===== config.mk =====
export PLATFORM = sky130hd
export DESIGN_NAME = mem_port_arbiter
export DESIGN_NICKNAME = d
export VERILOG_FILES = /design/src/rtl/mem_port_arbiter.sv
export SDC_FILE = /design/constraint.sdc
export NUM_CORES = 1
export LEC_CHECK = 0
export ABC_CLOCK_PERIOD_IN_PS = 3700
export BUFFER_PORTS_ARGS = -buffer_cell sky130_fd_sc_hd__buf_2
export CORE_MARGIN = 8
export CORE_UTILIZATION = 35
export DETAILED_ROUTE_END_ITERATION = 12
export HOLD_SLACK_MARGIN = 0.12
export PLACE_DENSITY_LB_ADDON = 0.12
export SLEW_MARGIN = 20
export SYNTH_ARGS = -nofsm -noshare
export SYNTH_HDL_FRONTEND = slang
export SYNTH_SLANG_ARGS = --single-unit

===== constraint.sdc =====
create_clock -name Clk -period 3.7 [get_ports Clk]
set_clock_uncertainty 0.05 [all_clocks]
set_input_delay 0.37 -clock Clk [delete_from_list [all_inputs] [get_ports Clk]]
set_output_delay 0.37 -clock Clk [all_outputs]
set_load 0.02 [all_outputs]

===== src/rtl/mem_port_arbiter.sv =====
// Two-requester arbiter for a single-ported 32-bit memory.
// Requester A (instruction fetch) is read-only; requester B (data) can read or write.
// Each access holds MemEn for LATENCY cycles, then returns a one-cycle Ack to
// the granted requester. When both requesters wait, the grant alternates
// (round-robin), starting with B after reset. Every output is registered.
module mem_port_arbiter #(
  parameter int LATENCY = 2,
  parameter int CNT_W   = 4
) (
  input  logic        Clk,
  input  logic        Rst,
  input  logic        ReqA,
  input  logic        ReqB,
  input  logic        WeB,
  input  logic [31:0] MemRData,
  output logic        Sel,
  output logic        MemEn,
  output logic        MemWe,
  output logic        AckA,
  output logic        AckB,
  output logic [31:0] RData,
  output logic        Busy
);

  typedef enum logic [1:0] {
    IDLE   = 2'd0,
    ACCESS = 2'd1,
    RESP   = 2'd2
  } state_t;

  state_t             state_q, state_d;
  logic [CNT_W-1:0]   cnt_q, cnt_d;
  logic               lastGrantB_q, lastGrantB_d;
  logic               sel_q, sel_d;
  logic               memEn_q, memEn_d;
  logic               memWe_q, memWe_d;
  logic               ackA_q, ackA_d;
  logic               ackB_q, ackB_d;
  logic               busy_q, busy_d;
  logic [31:0]        rData_q, rData_d;
  logic               grantB;

  // State and output registers; reset abandons any transaction in flight.
  always_ff @(posedge Clk or negedge Rst) begin
    if (!Rst) begin
      state_q      <= IDLE;
      cnt_q        <= '0;
      lastGrantB_q <= 1'b0;
      sel_q        <= 1'b0;
      memEn_q      <= 1'b0;
      memWe_q      <= 1'b0;
      ackA_q       <= 1'b0;
      ackB_q       <= 1'b0;
      busy_q       <= 1'b0;
      rData_q      <= '0;
    end else begin
      state_q      <= state_d;
      cnt_q        <= cnt_d;
      lastGrantB_q <= lastGrantB_d;
      sel_q        <= sel_d;
      memEn_q      <= memEn_d;
      memWe_q      <= memWe_d;
      ackA_q       <= ackA_d;
      ackB_q       <= ackB_d;
      busy_q       <= busy_d;
      rData_q      <= rData_d;
    end
  end

  // Next-state logic: arbitrate in IDLE, count down the access, pulse Ack in RESP.
  always_comb begin
    state_d      = state_q;
    cnt_d        = cnt_q;
    lastGrantB_d = lastGrantB_q;
    sel_d        = sel_q;
    memEn_d      = memEn_q;
    memWe_d      = memWe_q;
    ackA_d       = 1'b0;
    ackB_d       = 1'b0;
    busy_d       = busy_q;
    rData_d      = rData_q;
    // B wins when it is alone, or when both wait and A had the previous grant.
    grantB       = ReqB && (!ReqA || !lastGrantB_q);

    case (state_q)
      IDLE: begin
        if (ReqA || ReqB) begin
          sel_d        = grantB;
          memEn_d      = 1'b1;
          memWe_d      = grantB && WeB;
          cnt_d        = CNT_W'(LATENCY - 1);
          lastGrantB_d = grantB;
          busy_d       = 1'b1;
          state_d      = ACCESS;
        end
      end
      ACCESS: begin
        if (cnt_q == '0) begin
          if (!memWe_q) begin
            rData_d = MemRData;
          end
          memEn_d = 1'b0;
          memWe_d = 1'b0;
          ackA_d  = !sel_q;
          ackB_d  = sel_q;
          state_d = RESP;
        end else begin
          cnt_d = cnt_q - 1'b1;
        end
      end
      RESP: begin
        busy_d  = 1'b0;
        state_d = IDLE;
      end
      default: begin
        memEn_d = 1'b0;
        memWe_d = 1'b0;
        busy_d  = 1'b0;
        state_d = IDLE;
      end
    endcase
  end

  assign Sel   = sel_q;
  assign MemEn = memEn_q;
  assign MemWe = memWe_q;
  assign AckA  = ackA_q;
  assign AckB  = ackB_q;
  assign RData = rData_q;
  assign Busy  = busy_q;

endmodule


==> reports/summary.md <==
* 0.53 ns — Critical Path Max Stage Delay
* 0.291 mV — Worst IR Drop VDD
* clkbuf_8 — cell chosen for the clock root
* false — setup repair after global routing missed its margin
* 230 — number of nets in the layout
* 4.13 mm — Final Routed Wirelength
* 0.08 ns — clock transition time at the flip-flop clock pins of the worst setup and hold paths
* inv_1, ha_1, nor3b_4, nand3b_4, mux2_4 — critical path, cell by cell
* 63.2% — share of post-route cells with drive strength above 1
* done — CTS tree
* 89.1 um — Die H
* 1.49 ns — R2R setup slack
* 36.4% — starting density of the core
* 89.1 um — Die X
* 30 — number of library cell types mapped by synthesis
* 7940 um^2 — Die ar.
* 0.729 — weighted congestion reported at the end of routability-driven placement
* 6.53 mm — wire length of the first global-routing pass
* 0.968 ns — Worst Max-Slew Pin Slew
* 152 — Post-Synthesis Net Count
* RData[14] — end of the worst register-to-register path
* 74 x buf_2, 44 x dfrtp_1, 30 x mux2_4, 5 x clkbuf_8, 4 x o21ai_0 — most frequent cells in the layout
* 0 — number of nets with antenna violations after detailed routing
* 0 — antenna violations before repair
* 1 — worst path buffer plus inverter count
* input port to async pin — path category of the worst min-delay check
* 1870 um^2 — post-synthesis instance area
* 28.4% — synthesis-to-layout area growth
* 4.52 — average via count per standard cell
* 2 — deepest clock path buffer count
* 74 — number of I/O port buffers
* 5140 um^2 — core box area
* 4 — first-pass iteration count of the detailed router
* 0 ns — final setup TNS
* finished, final reports clean — result of the run
* 5 — total CTS buffers
* 2.33 ns — data arrival time of the critical path
* 263 — final std cells w/o fill
* cnt_q[0] — Reg-to-Reg Start
* simple AND/OR/NAND/NOR gates — cell family with the largest share of critical-path delay
* 1.28 nW — P_leak
* register to register — category of the most critical setup path
* 114 — synthesized netlist cell count
* 0 — Pins Over Slew Limit
* register — Crit. End Element
* 59.7% — ratio of final minimum period to clock period
* 35.5% — normalized max-slew margin
* 0.29 ns — worst skew pair latency
* 2.21 ns — fin crit period
* 1010 nW/um^2 — Cell Pwr Density
* 37.1% — switching fraction of total power
* 3.04 mm — dpl hpwl
* 14.5% — Clk network pwr share
* 35.7% — sequential share of power
* 1303 — vias in the first global route
* 5 — R2R cell count
* 0 — Antenna Cells
* 255 — Post-Place Cells
* 15.7 um — routed wirelength normalized by instance count
* 0 — Hold Vio Cnt, Final
* 75 — ports placed on the boundary
* 49.7% — share of total power in combinational logic
* nand3b_4 — critical-path cell with the highest stage delay
* 16.4 um^2 — Mean Syn Cell Area
* register — Critical Path Source Type
* 0.453 GHz — maximum clock rate
* buf_2 — most common library cell in the layout ignoring fill and taps
* 33 — starting DRC count in detailed routing
* 0 — Post-CTS Resized
* 0 — total number of yosys warnings
* 45 — maximum number of pins on one net before global-route repair
* 3.82 ns — required arrival time at the worst endpoint
* 0 — number of buffers inserted for hold repair after clock tree synthesis
* 1189 — Vias
* 1.52 mW — cell-internal power
* 0 — post-CTS repair timing setup buffer count
* 899 uW — Net Sw Power
* 0 — final routed DRC violation total
* 2 — deepest level of the CTS H-tree
* 26 — Row Count
* 58.9% — part of the Yosys area used for sequential elements
* 0 — final count of negative-setup-slack endpoints
* 0 — number of maximum-capacitance violations
* 32 — maximum fanout encountered on the critical timing path
* 10.8% — GRT Overall Usage
* 0 — overflow left after global routing
* 44 — number of flip-flops and latches in the synthesized netlist
* 44 — clock sink count
-- metal layers --
layer / GRT usage (%) / routed length, um
met2: 16.8 / 1840
met4: 3.17 / 46
met1: 13.3 / 1800
met3: 4.41 / 441
met5: 0 / 0
-- cells in the mapped netlist --
cell	instances	area (um^2)
a31oi_1	1	6.26
dfrtp_1	44	1100
and2b_2	1	8.76
a31o_2	3	26.3
a21oi_1	1	5.00
nand2b_1	1	6.26
and4_1	1	8.76
o221ai_1	1	8.76
buf_6	3	33.8
or2_0	1	6.26
nor4_1	1	6.26
or2_2	1	6.26
nand2_1	1	3.75
mux2_2	3	33.8
o21ai_0	4	20.0
and2_1	1	6.26
nor3b_4	1	18.8
nor2_1	2	7.51
nor3b_1	1	7.51
o22ai_1	1	6.26
or4b_1	1	10.0
or2b_2	1	8.76
nor2b_1	1	6.26
nand3b_1	1	7.51
and3_1	1	6.26
nand3b_4	1	20.0
ha_1	1	12.5
inv_1	3	11.3
o2bb2ai_1	1	8.76
mux2_4	30	450
-- flip-flops by register name (all words and copies together), names as in the netlist --
signal and cells:
AckB 1, RData 32, Sel 1, cnt_q 4
Busy 1, state_q 2, MemWe 1, AckA 1
MemEn 1
-- cells by family (layout without fill, tap and decap cells) --
| group | after synthesis | count (layout) | share of synthesized area (%) |
|---|---|---|---|
| mux | 33 | 33 | 25.9 |
| fa+ha+maj | 1 | 1 | 0.669 |
| compound gates | 12 | 12 | 4.35 |
| flops | 44 | 44 | 58.9 |
| buf+inv | 6 | 85 | 2.41 |
| simple gates | 18 | 18 | 7.77 |
-- cell type report --
type	instances	area [um^2]
Timing Repair Buffer	74	370
Inverter	3	11.3
Clock inverter	2	35.0
Fill cell	507	2740
Tap cell	70	87.6
Clock buffer	6	72.6
Multi-Input combinational cell	64	723
Sequential cell	44	1100
-- power groups by stage --
stage | registers, mW | clock network [mW] | logic, mW
detailed placement | 0.871 | 0 | 1.22
CTS | 0.864 | 0.369 | 1.23
global route | 0.903 | 0.392 | 1.29
global placement | 0.864 | 0 | 1.20
finish | 0.866 | 0.352 | 1.20
floorplan | 1.11 | 0 | 0.639
-- worst max-delay path by stage --
stage	start	to	slack, ns	cells past startpoint
4_1_cts	cnt_q[0]	RData[14]	1.46	5
5_1_grt	cnt_q[0]	RData[13]	1.30	5
6_report	cnt_q[0]	RData[14]	1.49	5
3_3_place_gp	cnt_q[0]	RData[9]	1.58	5
2_1_floorplan	cnt_q[0]	RData[10]	2.04	6
3_5_place_dp	cnt_q[0]	RData[14]	1.47	5
-- through the flow --
step | hold slack [ns] | cell area, um^2 | util [%] | power (mW) | setup slack [ns]
floorplan | 0.0244 | 1870 | - | 1.75 | 2.04
CTS | 0.211 | 2400 | 46.7 | 2.46 | 1.46
global route | 0.236 | 2400 | 46.7 | 2.59 | 1.30
finish | 0.182 | 2400 | 46.7 | 2.42 | 1.49
global placement | 0.424 | 2290 | 44.6 | 2.06 | 1.58
detailed placement | 0.438 | 2290 | 44.6 | 2.10 | 1.47
Power figures use the tool's default switching activity.
